--- src/rtl/l2cache_pkg.sv ---
// Shared types and constants for the L2 tag/valid array sequencer.
package l2cache_pkg;

  localparam int L2_WAY      = 8;
  localparam int L2_WAY_BITS = 3;

  localparam logic INV_MODE_IDX = 1'b0;
  localparam logic INV_MODE_HIT = 1'b1;

  typedef enum logic [1:0] {
    INIT     = 2'd0,
    IDLE     = 2'd1,
    INV_LOOK = 2'd2,
    INV_CHK  = 2'd3
  } state_e;

  function automatic logic [L2_WAY-1:0] way_onehot(input logic [L2_WAY_BITS-1:0] w);
    way_onehot    = '0;
    way_onehot[w] = 1'b1;
  endfunction

endpackage

--- src/rtl/l2cache_tagv_ctrl_if.sv ---
// Bundle between the tag/valid sequencer, its clients (pipeline, refill, cacop/flush) and the TagV array.
interface l2cache_tagv_ctrl_if #(
  parameter int addr_width = 4,
  parameter int data_width = 25,
  parameter int way        = 8
);

  logic                  flush_req;
  logic                  busy;
  logic                  lk_stall;
  logic [addr_width-1:0] lk_addr;
  logic [data_width-1:0] lk_tag;

  logic                  refill_valid;
  logic                  refill_ready;
  logic [addr_width-1:0] refill_set;
  logic [2:0]            refill_way;
  logic [data_width-1:0] refill_tag;

  logic                  inv_valid;
  logic                  inv_ready;
  logic                  inv_mode;
  logic [addr_width-1:0] inv_set;
  logic [2:0]            inv_way;
  logic [data_width-1:0] inv_tag;
  logic                  inv_done;
  logic                  inv_hit;

  logic [addr_width-1:0] tagv_addr_read;
  logic [data_width-1:0] tagv_din_compare;
  logic [way-1:0]        tagv_hit;
  logic [3:0]            tagv_init;
  logic [addr_width-1:0] tagv_addr_write;
  logic [data_width-1:0] tagv_din_write;
  logic [way-1:0]        tagv_we;
  logic [way-1:0]        tagv_unvalid;

  // Environment side: pipeline, refill engine, cacop/flush logic and the array model.
  modport master (
    output flush_req, lk_addr, lk_tag,
    output refill_valid, refill_set, refill_way, refill_tag,
    output inv_valid, inv_mode, inv_set, inv_way, inv_tag,
    output tagv_hit,
    input  busy, lk_stall, refill_ready, inv_ready, inv_done, inv_hit,
    input  tagv_addr_read, tagv_din_compare, tagv_init,
    input  tagv_addr_write, tagv_din_write, tagv_we, tagv_unvalid
  );

  modport slave (
    input  flush_req, lk_addr, lk_tag,
    input  refill_valid, refill_set, refill_way, refill_tag,
    input  inv_valid, inv_mode, inv_set, inv_way, inv_tag,
    input  tagv_hit,
    output busy, lk_stall, refill_ready, inv_ready, inv_done, inv_hit,
    output tagv_addr_read, tagv_din_compare, tagv_init,
    output tagv_addr_write, tagv_din_write, tagv_we, tagv_unvalid
  );

endinterface

--- src/rtl/l2cache_tagv_init_walker.sv ---
// Set/way counter pair that walks the whole array one way per step; done marks the final way of the final set.
module l2cache_tagv_init_walker
  import l2cache_pkg::*;
#(
  parameter int addr_width = 4
) (
  input  logic                   clk,
  input  logic                   rst,
  input  logic                   clear,
  input  logic                   step,
  output logic [addr_width-1:0]  set_cnt,
  output logic [L2_WAY_BITS-1:0] way_cnt,
  output logic                   done
);

  // NOTE: registers are written with non-blocking assignments so every flop samples pre-edge values.
  always_ff @(posedge clk) begin
    if (rst || clear) begin
      set_cnt <= '0;
      way_cnt <= '0;
    end else if (step) begin
      way_cnt <= way_cnt + 1'b1;
      if (&way_cnt) set_cnt <= set_cnt + 1'b1;
    end
  end

  assign done = (&set_cnt) & (&way_cnt);

endmodule

--- src/rtl/l2cache_tagv_ctrl.sv ---
// Tag/valid array sequencer: post-reset/flush clear walk, refill writes and both invalidate flavours.
module l2cache_tagv_ctrl
  import l2cache_pkg::*;
#(
  parameter int addr_width = 4,
  parameter int data_width = 25,
  parameter int way        = L2_WAY
) (
  input logic              clk,
  input logic              rst,
  l2cache_tagv_ctrl_if.slave bus
);

  localparam logic [1:0] S_INIT     = INIT;
  localparam logic [1:0] S_IDLE     = IDLE;
  localparam logic [1:0] S_INV_LOOK = INV_LOOK;
  localparam logic [1:0] S_INV_CHK  = INV_CHK;

  logic [1:0]             state, state_nxt;
  logic                   flush_pend;
  logic                   idx_done;
  logic [addr_width-1:0]  lat_set;
  logic [data_width-1:0]  lat_tag;

  logic [addr_width-1:0]  set_cnt;
  logic [L2_WAY_BITS-1:0] way_cnt;
  logic                   walk_done;

  logic in_idle, in_inv, go_flush;
  logic refill_ready, inv_ready;
  logic refill_fire, inv_fire, idx_fire, hit_fire;

  logic [3:0]            tagv_init;
  logic [addr_width-1:0] tagv_addr_write;
  logic [data_width-1:0] tagv_din_write;
  logic [L2_WAY-1:0]     tagv_we, tagv_unvalid;
  logic                  inv_done, inv_hit;

  assign in_idle = (state == S_IDLE);
  assign in_inv  = (state == S_INV_LOOK) || (state == S_INV_CHK);

  // Flush outranks everything: a request seen in IDLE blocks both handshakes this cycle.
  assign go_flush     = in_idle & (bus.flush_req | flush_pend);
  assign refill_ready = in_idle & ~bus.flush_req & ~flush_pend;
  assign inv_ready    = refill_ready & ~bus.refill_valid;

  assign refill_fire = bus.refill_valid & refill_ready;
  assign inv_fire    = bus.inv_valid & inv_ready;
  assign idx_fire    = inv_fire & (bus.inv_mode == INV_MODE_IDX);
  assign hit_fire    = inv_fire & (bus.inv_mode == INV_MODE_HIT);

  l2cache_tagv_init_walker #(
    .addr_width(addr_width)
  ) u_walker (
    .clk    (clk),
    .rst    (rst),
    .clear  (go_flush),
    .step   (state == S_INIT),
    .set_cnt(set_cnt),
    .way_cnt(way_cnt),
    .done   (walk_done)
  );

  always_comb begin
    state_nxt = state;
    case (state)
      S_INIT:     if (walk_done) state_nxt = S_IDLE;
      S_IDLE: begin
        if (go_flush)      state_nxt = S_INIT;
        else if (hit_fire) state_nxt = S_INV_LOOK;
      end
      S_INV_LOOK: state_nxt = S_INV_CHK;
      S_INV_CHK:  state_nxt = S_IDLE;
      default:    state_nxt = S_INIT;
    endcase
  end

  always_ff @(posedge clk) begin
    if (rst) begin
      state      <= S_INIT;
      flush_pend <= 1'b0;
      idx_done   <= 1'b0;
    end else begin
      state    <= state_nxt;
      idx_done <= idx_fire;
      // A flush arriving mid hit-invalidate is remembered; one arriving during the walk is moot.
      if (go_flush)
        flush_pend <= 1'b0;
      else if (bus.flush_req && in_inv)
        flush_pend <= 1'b1;
    end
  end

  // NOTE: the latched set/tag are pure data qualified by the FSM, so they carry no reset.
  always_ff @(posedge clk) begin
    if (hit_fire) begin
      lat_set <= bus.inv_set;
      lat_tag <= bus.inv_tag;
    end
  end

  // NOTE: every output gets a default first so no path through the case infers a latch.
  always_comb begin
    tagv_init       = 4'd0;
    tagv_addr_write = bus.refill_set;
    tagv_din_write  = bus.refill_tag;
    tagv_we         = '0;
    tagv_unvalid    = '0;
    inv_done        = idx_done;
    inv_hit         = idx_done;
    case (state)
      S_INIT: begin
        tagv_init       = {1'b1, way_cnt};
        tagv_addr_write = set_cnt;
      end
      S_IDLE: begin
        if (refill_fire) begin
          tagv_we = way_onehot(bus.refill_way);
        end else if (idx_fire) begin
          tagv_unvalid    = way_onehot(bus.inv_way);
          tagv_addr_write = bus.inv_set;
        end
      end
      S_INV_CHK: begin
        tagv_unvalid    = bus.tagv_hit;
        tagv_addr_write = lat_set;
        inv_done        = 1'b1;
        inv_hit         = |bus.tagv_hit;
      end
      default: ;
    endcase
  end

  assign bus.busy             = ~in_idle;
  assign bus.lk_stall         = ~in_idle;
  assign bus.refill_ready     = refill_ready;
  assign bus.inv_ready        = inv_ready;
  assign bus.inv_done         = inv_done;
  assign bus.inv_hit          = inv_hit;
  assign bus.tagv_addr_read   = in_inv ? lat_set : bus.lk_addr;
  assign bus.tagv_din_compare = in_inv ? lat_tag : bus.lk_tag;
  assign bus.tagv_init        = tagv_init;
  assign bus.tagv_addr_write  = tagv_addr_write;
  assign bus.tagv_din_write   = tagv_din_write;
  assign bus.tagv_we          = tagv_we;
  assign bus.tagv_unvalid     = tagv_unvalid;

endmodule

--- src/flat_wrapper.sv ---
// flat-port wrapper written by rule: the top's interface ports become plain ports
module l2cache_tagv_ctrl_flat import l2cache_pkg::*;
#(
  parameter int addr_width = 4,
  parameter int data_width = 25,
  parameter int way        = L2_WAY
)
  (clk, rst, bus_flush_req, bus_lk_addr, bus_lk_tag, bus_refill_valid, bus_refill_set, bus_refill_way, bus_refill_tag, bus_inv_valid, bus_inv_mode, bus_inv_set, bus_inv_way, bus_inv_tag, bus_tagv_hit, bus_busy, bus_lk_stall, bus_refill_ready, bus_inv_ready, bus_inv_done, bus_inv_hit, bus_tagv_addr_read, bus_tagv_din_compare, bus_tagv_init, bus_tagv_addr_write, bus_tagv_din_write, bus_tagv_we, bus_tagv_unvalid);
  l2cache_tagv_ctrl_if #(.addr_width(addr_width), .data_width(data_width), .way(way)) bus_i ();
  input logic clk;
  input logic rst;
  input wire logic [$bits(bus_i.flush_req)-1:0] bus_flush_req;
  input wire logic [$bits(bus_i.lk_addr)-1:0] bus_lk_addr;
  input wire logic [$bits(bus_i.lk_tag)-1:0] bus_lk_tag;
  input wire logic [$bits(bus_i.refill_valid)-1:0] bus_refill_valid;
  input wire logic [$bits(bus_i.refill_set)-1:0] bus_refill_set;
  input wire logic [$bits(bus_i.refill_way)-1:0] bus_refill_way;
  input wire logic [$bits(bus_i.refill_tag)-1:0] bus_refill_tag;
  input wire logic [$bits(bus_i.inv_valid)-1:0] bus_inv_valid;
  input wire logic [$bits(bus_i.inv_mode)-1:0] bus_inv_mode;
  input wire logic [$bits(bus_i.inv_set)-1:0] bus_inv_set;
  input wire logic [$bits(bus_i.inv_way)-1:0] bus_inv_way;
  input wire logic [$bits(bus_i.inv_tag)-1:0] bus_inv_tag;
  input wire logic [$bits(bus_i.tagv_hit)-1:0] bus_tagv_hit;
  output wire logic [$bits(bus_i.busy)-1:0] bus_busy;
  output wire logic [$bits(bus_i.lk_stall)-1:0] bus_lk_stall;
  output wire logic [$bits(bus_i.refill_ready)-1:0] bus_refill_ready;
  output wire logic [$bits(bus_i.inv_ready)-1:0] bus_inv_ready;
  output wire logic [$bits(bus_i.inv_done)-1:0] bus_inv_done;
  output wire logic [$bits(bus_i.inv_hit)-1:0] bus_inv_hit;
  output wire logic [$bits(bus_i.tagv_addr_read)-1:0] bus_tagv_addr_read;
  output wire logic [$bits(bus_i.tagv_din_compare)-1:0] bus_tagv_din_compare;
  output wire logic [$bits(bus_i.tagv_init)-1:0] bus_tagv_init;
  output wire logic [$bits(bus_i.tagv_addr_write)-1:0] bus_tagv_addr_write;
  output wire logic [$bits(bus_i.tagv_din_write)-1:0] bus_tagv_din_write;
  output wire logic [$bits(bus_i.tagv_we)-1:0] bus_tagv_we;
  output wire logic [$bits(bus_i.tagv_unvalid)-1:0] bus_tagv_unvalid;
  assign bus_i.flush_req = bus_flush_req;
  assign bus_i.lk_addr = bus_lk_addr;
  assign bus_i.lk_tag = bus_lk_tag;
  assign bus_i.refill_valid = bus_refill_valid;
  assign bus_i.refill_set = bus_refill_set;
  assign bus_i.refill_way = bus_refill_way;
  assign bus_i.refill_tag = bus_refill_tag;
  assign bus_i.inv_valid = bus_inv_valid;
  assign bus_i.inv_mode = bus_inv_mode;
  assign bus_i.inv_set = bus_inv_set;
  assign bus_i.inv_way = bus_inv_way;
  assign bus_i.inv_tag = bus_inv_tag;
  assign bus_i.tagv_hit = bus_tagv_hit;
  assign bus_busy = bus_i.busy;
  assign bus_lk_stall = bus_i.lk_stall;
  assign bus_refill_ready = bus_i.refill_ready;
  assign bus_inv_ready = bus_i.inv_ready;
  assign bus_inv_done = bus_i.inv_done;
  assign bus_inv_hit = bus_i.inv_hit;
  assign bus_tagv_addr_read = bus_i.tagv_addr_read;
  assign bus_tagv_din_compare = bus_i.tagv_din_compare;
  assign bus_tagv_init = bus_i.tagv_init;
  assign bus_tagv_addr_write = bus_i.tagv_addr_write;
  assign bus_tagv_din_write = bus_i.tagv_din_write;
  assign bus_tagv_we = bus_i.tagv_we;
  assign bus_tagv_unvalid = bus_i.tagv_unvalid;
  l2cache_tagv_ctrl #(.addr_width(addr_width), .data_width(data_width), .way(way)) u_core (.clk(clk), .rst(rst), .bus(bus_i));
endmodule
--- config.mk ---
export PLATFORM = sky130hd
export DESIGN_NAME = l2cache_tagv_ctrl_flat
export DESIGN_NICKNAME = d
export VERILOG_FILES = /design/src/rtl/l2cache_pkg.sv /design/src/rtl/l2cache_tagv_ctrl_if.sv /design/src/rtl/l2cache_tagv_init_walker.sv /design/src/rtl/l2cache_tagv_ctrl.sv /design/src/flat_wrapper.sv
export SDC_FILE = /design/constraint.sdc
export NUM_CORES = 1
export LEC_CHECK = 0
export ABC_CLOCK_PERIOD_IN_PS = 4800
export BUFFER_PORTS_ARGS = -buffer_cell sky130_fd_sc_hd__clkbuf_2
export CAP_MARGIN = 20
export CORE_ASPECT_RATIO = 1.4
export CORE_UTILIZATION = 42
export DETAILED_ROUTE_END_ITERATION = 7
export PLACE_DENSITY = 0.87
export SLEW_MARGIN = 30
export SYNTH_ARGS = -nofsm -noshare
export SYNTH_HDL_FRONTEND = slang
export SYNTH_SLANG_ARGS = --single-unit
export TNS_END_PERCENT = 1
--- constraint.sdc ---
create_clock -name clk -period 4.8 [get_ports clk]
set_input_delay 0.96 -clock clk [delete_from_list [all_inputs] [get_ports clk]]
set_output_delay 0.96 -clock clk [all_outputs]
set_load 0.01 [all_outputs]
# Word level (Yosys, flattened, before mapping)
# Index checks and enable logic that the tools add are counted.
dict set report totals {
  regBits 40
  inputBits 107
  word_cells 66
  out_inout_bits 84
}
dict set report classes {
  addsub 2
  n_lt_le_gt_ge 4
  n_reduce_logical 12
  n_bitwise 15
  mux 21
  n_eq_ne 5
}
# op n
set ops {}
lappend ops {{8-bit 2-to-1 mux} 4}
lappend ops {{25-bit 2-to-1 mux} 1}
lappend ops {{4-bit 2-to-1 mux} 4}
lappend ops {{8-bit one-hot mux with 2 select lines} 1}
lappend ops {{4-bit one-hot mux with 3 select lines} 1}
lappend ops {{1-bit bitwise AND} 9}
lappend ops {{3-bit by 4-bit < comparator with 1-bit output, second input constant} 2}
lappend ops {{2-bit one-hot mux with 4 select lines} 1}
lappend ops {{4-bit AND reduction} 2}
lappend ops {{8-bit OR reduction} 1}
lappend ops {{1-bit demux with 3-bit select} 2}
lappend ops {{3-bit by 1-bit greater-or-equal comparator with 1-bit output, second input constant} 2}
lappend ops {{2-bit 2-to-1 mux} 3}
lappend ops {{1-bit NOT} 5}
lappend ops {{4-bit by 1-bit adder with 4-bit output, second input constant} 1}
lappend ops {{2-bit == test, second input constant} 2}
lappend ops {{1-bit 2-to-1 mux} 4}
lappend ops {{3-bit by 1-bit adder with 3-bit output, second input constant} 1}
lappend ops {{1-bit logical AND} 3}
lappend ops {{3-bit inequality test, second input constant} 1}
lappend ops {{3-bit AND reduction} 1}
lappend ops {{2-bit by 1-bit == test with 1-bit output, second input constant} 1}
lappend ops {{2-bit logical NOT} 1}
lappend ops {{1-bit logical OR} 2}
lappend ops {{4 further kinds} 4}

# Depth between registers and ports, before layout
dict set report logic_depth {
  word_depth 9
  depth_mapped 8
  ltp_nobuf 6
}

# By module
# Synthesis repeated with hierarchy kept, for this count alone.
dict set report unflattened {
  cells_unflattened 212
  area_unflattened_um2 2413.6
}
# mod cells_per_inst seq_area_each_um2 area_per_inst_um2 instances
set by_module_without_submodules {}
lappend by_module_without_submodules {l2cache_tagv_ctrl 180 950.9 2082.0 1}
lappend by_module_without_submodules {l2cache_tagv_init_walker 32 140.1 331.6 1}

# Worst setup path after synthesis
# No wires, ideal clock.
dict set report synth_path {
  kind {register -> register}
  from {reg u_core.state[1]}
  to {reg u_core.lat_set[0] (enable)}
  t_arrival_ps 2668
  required_time_ps 4385
  setup_time_ps 415
  n_path_buf 2
  stages_incl_launch_ff 7
  synth_period_minus_slack_ps 3083
  slack_ps 1717
  cell_sequence {dfxtp_1 buf_2 buf_2 inv_1 ha_1 or3b_4 nor2_1}
}
dict set report synth_between {
  elab_chain_cells 6
}
# item line_no
set synth_lines {}
lappend synth_lines {{start: declaration} l2cache_tagv_ctrl.sv:19} ;# logic [1:0] state, state_nxt;
lappend synth_lines {{start signal: assignment} l2cache_tagv_ctrl.sv:84} ;# state <= state_nxt;
lappend synth_lines {{2-bit by 1-bit == test with 1-bit output} l2cache_tagv_ctrl.sv:39} ;# assign in_idle = (state == S_IDLE);
lappend synth_lines {{1-bit bitwise AND (2 in a row)} l2cache_tagv_ctrl.sv:44} ;# assign refill_ready = in_idle & ~bus.flush_req & ~flush_pend;
lappend synth_lines {{1-bit bitwise AND} l2cache_tagv_ctrl.sv:45} ;# assign inv_ready = refill_ready & ~bus.refill_valid;
lappend synth_lines {{1-bit bitwise AND} l2cache_tagv_ctrl.sv:48} ;# assign inv_fire = bus.inv_valid & inv_ready;
lappend synth_lines {{1-bit bitwise AND} l2cache_tagv_ctrl.sv:50} ;# assign hit_fire = inv_fire & (bus.inv_mode == INV_MODE_HIT);
lappend synth_lines {{named net u_core.hit_fire} l2cache_tagv_ctrl.sv:31} ;# logic refill_fire, inv_fire, idx_fire, hit_fire;
lappend synth_lines {{end signal: assignment} l2cache_tagv_ctrl.sv:97} ;# lat_set <= bus.inv_set;
lappend synth_lines {{end: declaration} l2cache_tagv_ctrl.sv:22} ;# logic [addr_width-1:0] lat_set;
# The timed path passes the listed nets, and every way through them passes these cells.
# A chain may end at the register's enable or synchronous reset.

# Worst setup path in the final report
dict set report layout_path {
  from {in bus_flush_req}
  to {out bus_tagv_unvalid[7]}
}
dict set report layout_between {
  elab_chain_cells 9
  elab_cells_between_ends 10
  cone_classes {mux: 3; bitwise: 7}
}
# item line_no
set layout_lines {}
lappend layout_lines {{start: declaration} flat_wrapper.sv:12} ;# input wire logic [$bits(bus_i.flush_req)-1:0] bus_flush_req;
lappend layout_lines {{1-bit NOT (*)} l2cache_tagv_ctrl.sv:44}
lappend layout_lines {{1-bit bitwise AND (*) (2 in a row)} l2cache_tagv_ctrl.sv:44}
lappend layout_lines {{1-bit bitwise AND} l2cache_tagv_ctrl.sv:45}
lappend layout_lines {{1-bit bitwise AND} l2cache_tagv_ctrl.sv:48}
lappend layout_lines {{1-bit bitwise AND} l2cache_tagv_ctrl.sv:49} ;# assign idx_fire = inv_fire & (bus.inv_mode == INV_MODE_IDX);
lappend layout_lines {{8-bit 2-to-1 mux} l2cache_tagv_ctrl.sv:119} ;# end else if (idx_fire) begin
lappend layout_lines {{8-bit 2-to-1 mux (*)} l2cache_tagv_ctrl.sv:117} ;# if (refill_fire) begin
lappend layout_lines {{8-bit one-hot mux with 2 select lines (*)} l2cache_tagv_ctrl.sv:111} ;# case (state)
lappend layout_lines {{end: declaration} flat_wrapper.sv:37} ;# output wire logic [$bits(bus_i.tagv_unvalid)-1:0] bus_tagv_unvalid;
# Mark *: on every way between the ends. The rest lies on a longest branch, timed or not.

==> run_results.csv <==
group,metric,value,unit
outcome,status,"completed",
cells_and_area,final_layout_size_suffix_gt1_share,57.3,%
cells_and_area,final_area,0.00301,mm2
placement,dp.final_hpwl,4770,um
route,detailroute.via_count,2033,
route,detailedRoute.firstIterationViolations,72,
power,power_density,249,mW/mm2
setup_path,path_class,"input port to output pin",
die,core_area,0.00528,mm2
synthesis,synth_cells,207,
synthesis,ys_dominant_reg_cell,"sky130_fd_sc_hd__edfxtp_1",
timing,total_negative_setup_slack,0,ns
synthesis,seq_area_frac_synth,46.2,%
setup_path,path_common_cell,"sky130_fd_sc_hd__clkbuf_2",
cells_and_area,fillers,463,
route,route.met2.wl,3140,um
cells_and_area,finish.net_count,436,
route,avgViaCountPerCell,5.23,
placement,gp_congestion,0.771,
route,dr.pass1.iters,4,
route,dr.max_layer_used,"met4",
route,number_of_antenna_violating_nets_in_the_routed_design,0,
die,die_width,65.4,um
clocking,post_cts_hold_buffer_count,0,
timing,final-setup-viol-count,0,
setup_path,critical-path-slowest-cell,"sky130_fd_sc_hd__or3b_4",
synthesis,netlist_area,0.00236,mm2
worst_hold_path,hold_class,"flop to flop",
setup_path,worst_setup_path_end_kind,"output pin",
cells_and_area,final-instance-count-excl-fill,389,
global_route,grt_total_ovfl,0,
cells_and_area,antenna_cells_inserted,0,
timing,max-slew-margin-rel,61.5,%
setup_path,worstPathCellList,"clkbuf_2, or3b_4, inv_6, nand3_4, o31ai_1, clkbuf_2",
synthesis,synth_warnings,0,
timing,hold_violations,0,
synthesis,syn-num-nets,321,
clocking,cts.htree.levels,2,
power,leakagePower,0.00136,uW
die,start_util,44.8,%
synthesis,post_synth_num_cell_types,38,
die,cell_row_count,31,
global_route,first_global_vias,1967,
route,drt_wl_total,5960,um
clocking,cts_tree,"done",
setup_path,worst-path-buf-inv,3,
placement,dpl_cell_area,0.00293,mm2
timing,maxSlewViolCount,0,
placement,dpl.cell_count,381,
cells_and_area,area.growth.synth_to_final,27.6,%
timing,max_slew.worst_pin.slew,0.577,ns
clocking,clock-sinks,40,
route,drcViolationCount,0,
timing,final_min_period_over_clock_period,68.9,%
setup_path,cp_max_fo,10,
clocking,ctsRootBufferMaster,"sky130_fd_sc_hd__clkbuf_8",
synthesis,async_flop_share,0,%
global_route,antenna_found_initial,0,
setup_path,critPathArrivalTime,2.35,ns
setup_path,timing.critical_path.max_delay_family,"simple AND/OR/NAND/NOR gates",
power,worst_ir_drop_vdd,0.000149,V
timing,fmax,0.302,GHz
timing,final.setup_skew,0.00588,ns
global_route,pin_count_of_the_biggest_net_entering_global_routing,31,
clocking,path_clk_slew,0.08,ns
route,detail_route.wl_per_cell,15.3,um
clocking,ctsLongestPathBuffers,2,
synthesis,syn_area_per_cell,11.4,um2
die,die_area,0.00593,mm2
placement,port_buffers,140,
clocking,number_of_buffers_created_by_cts,5,
timing,finalCriticalPeriod,3.31,ns
global_route,grt_usage,19.6,%
synthesis,synth-edff-count,29,
setup_path,critical_path_required,3.84,ns
setup_path,worstSetupStartpointType,"input port",
global_route,grt_pass1_wl,8720,um
route,m1WireLength,2100,um
clocking,worst_skew_pair.late_latency,0.28,ns
clocking,postCtsSetupBuffers,0,
synthesis,flops_latches_synth,40,
die,io_pins,191,
setup_path,worst_path_largest_cell_delay,0.44,ns
die,die_h,90.7,um
route,detailed_routed_wire_length_on_met3,468,um
flow_run,timing.max_cap.violations,0,
timing,setup_repair_after_global_routing_missed_its_margin,"false",
clocking,cts_resized,0,
==> cell type report <==
type / instances / area (um2) / area share [%]
Clock buffer: 6 / 72.6 / 2.41
Clock inverter: 2 / 11.3 / 0.374
Inverter: 9 / 38.8 / 1.29
Multi-Input combinational cell: 124 / 1000 / 33.2
Sequential cell: 40 / 1090 / 36.2
Tap cell: 66 / 82.6 / 2.74
Timing Repair Buffer: 142 / 716 / 23.8
==> Yosys cell counts, types with 2 or more instances <==
cell	instances	area, um2
sky130_fd_sc_hd__edfxtp_1	29	871
sky130_fd_sc_hd__mux2_2	29	327
sky130_fd_sc_hd__buf_4	27	203
sky130_fd_sc_hd__nor2_1	18	67.6
sky130_fd_sc_hd__dfxtp_1	11	220
sky130_fd_sc_hd__inv_1	8	30.0
sky130_fd_sc_hd__ha_1	7	87.6
sky130_fd_sc_hd__nand2_1	5	18.8
sky130_fd_sc_hd__o21ai_0	5	25.0
sky130_fd_sc_hd__o31ai_1	5	37.5
sky130_fd_sc_hd__a21oi_1	4	20.0
sky130_fd_sc_hd__a22o_1	4	35.0
sky130_fd_sc_hd__a31oi_1	4	25.0
sky130_fd_sc_hd__a32o_1	4	40.0
sky130_fd_sc_hd__clkbuf_1	4	15.0
sky130_fd_sc_hd__mux2i_1	4	40.0
sky130_fd_sc_hd__nand2b_1	4	25.0
sky130_fd_sc_hd__nor3_1	4	20.0
sky130_fd_sc_hd__o2bb2ai_1	4	35.0
sky130_fd_sc_hd__and2_1	3	18.8
sky130_fd_sc_hd__buf_2	3	15.0
sky130_fd_sc_hd__nand3_1	2	10.0
sky130_fd_sc_hd__nand3b_1	2	15.0
sky130_fd_sc_hd__nand4_1	2	12.5
sky130_fd_sc_hd__or3_1	2	12.5
==> sequential cells by signal (all words and copies together) (netlist names) <==
signal and cells:
u_core.lat_set 4, u_core.lat_tag 25, u_core.idx_done 1, u_core.state 2, u_core.flush_pend 1, u_core.u_walker.set_cnt 4
u_core.u_walker.way_cnt 3
==> metrics by stage <==
stage	utilization, %	hold slack, ns	worst slack [ns]	power [uW]
6_report	57.1	0.487	1.49	751
4_1_cts	57.1	0.488	1.50	761
5_1_grt	57.1	0.505	1.34	785
3_5_place_dp	55.5	0.476	1.52	547
2_1_floorplan	-	0.450	1.72	495
3_3_place_gp	55.5	0.460	1.52	541
==> power breakdown <==
part / internal (uW) / leakage [uW] / switching (uW) / total, uW
Clock: 101 / 0.0000388 / 113 / 213
Combinational: 74.9 / 0.000970 / 76.1 / 151
Sequential: 379 / 0.000350 / 7.74 / 387
Total: 555 / 0.00136 / 197 / 751
==> worst reg2reg max path, cell delays in order, from the launching register on <==
cell and delay [ns]:
sky130_fd_sc_hd__dfxtp_1 0.31, sky130_fd_sc_hd__inv_1 0.07, sky130_fd_sc_hd__ha_1 0.25, sky130_fd_sc_hd__or3b_4 0.48, sky130_fd_sc_hd__nor2_2 0.13, sky130_fd_sc_hd__buf_4 0.36
==> placed cells by master, fill, tap and decap left out, types with 2 or more instances in the layout <==
cell / instances
sky130_fd_sc_hd__clkbuf_8: 5
sky130_fd_sc_hd__o2bb2ai_1: 4
sky130_fd_sc_hd__a31oi_1: 4
sky130_fd_sc_hd__buf_4: 2
sky130_fd_sc_hd__nor3_1: 4
sky130_fd_sc_hd__a32o_1: 4
sky130_fd_sc_hd__a21oi_1: 4
sky130_fd_sc_hd__ha_1: 7
sky130_fd_sc_hd__clkbuf_2: 140
sky130_fd_sc_hd__mux2i_1: 4
sky130_fd_sc_hd__mux2_2: 29
sky130_fd_sc_hd__edfxtp_1: 29
sky130_fd_sc_hd__or3_1: 2
sky130_fd_sc_hd__o21ai_0: 5
sky130_fd_sc_hd__nand4_1: 2
sky130_fd_sc_hd__dfxtp_1: 11
sky130_fd_sc_hd__nand3_1: 2
sky130_fd_sc_hd__nand2_1: 5
sky130_fd_sc_hd__nand2b_1: 4
sky130_fd_sc_hd__nand3b_1: 2
sky130_fd_sc_hd__nor2_1: 17
sky130_fd_sc_hd__a22o_1: 4
sky130_fd_sc_hd__inv_1: 8
sky130_fd_sc_hd__and2_1: 3
sky130_fd_sc_hd__o31ai_1: 5
==> final timing paths <==
kind | cells past startpoint | slack [ns] | endpoint | startpoint
worst max-delay path | 6 | 1.49 | bus_tagv_unvalid[7] | bus_flush_req
worst min-delay path | 2 | 0.49 | u_core.flush_pend$_SDFFE_PP0P_ | u_core.flush_pend$_SDFFE_PP0P_
worst min register to register | 2 | 0.49 | u_core.flush_pend$_SDFFE_PP0P_ | u_core.flush_pend$_SDFFE_PP0P_
worst max register to register | 5 | 2.85 | u_core.lat_tag[19]$_DFFE_PP_ | u_core.state[1]$_SDFFE_PP0P_
==> cell families after synthesis <==
group | count (synthesis) | share of synthesized area (%)
and+or+nand+nor | 49 | 11.8
buffers and inverters | 43 | 11.5
DFF | 40 | 46.2
AOI/OAI and AO/OA | 33 | 10.5
muxes | 33 | 15.5
adders and majority gates | 7 | 3.71
xor gates and xnor gates | 2 | 0.742
==> routing by layer <==
layer / vias up / GRT usage, %
met5: - / 0
met4: 0 / 11.8
met3: 28 / 4.80
met2: 97 / 36.3
met1: 938 / 18.7
li1: 970 / -
Note: power is estimated with default switching activity, not from simulation.
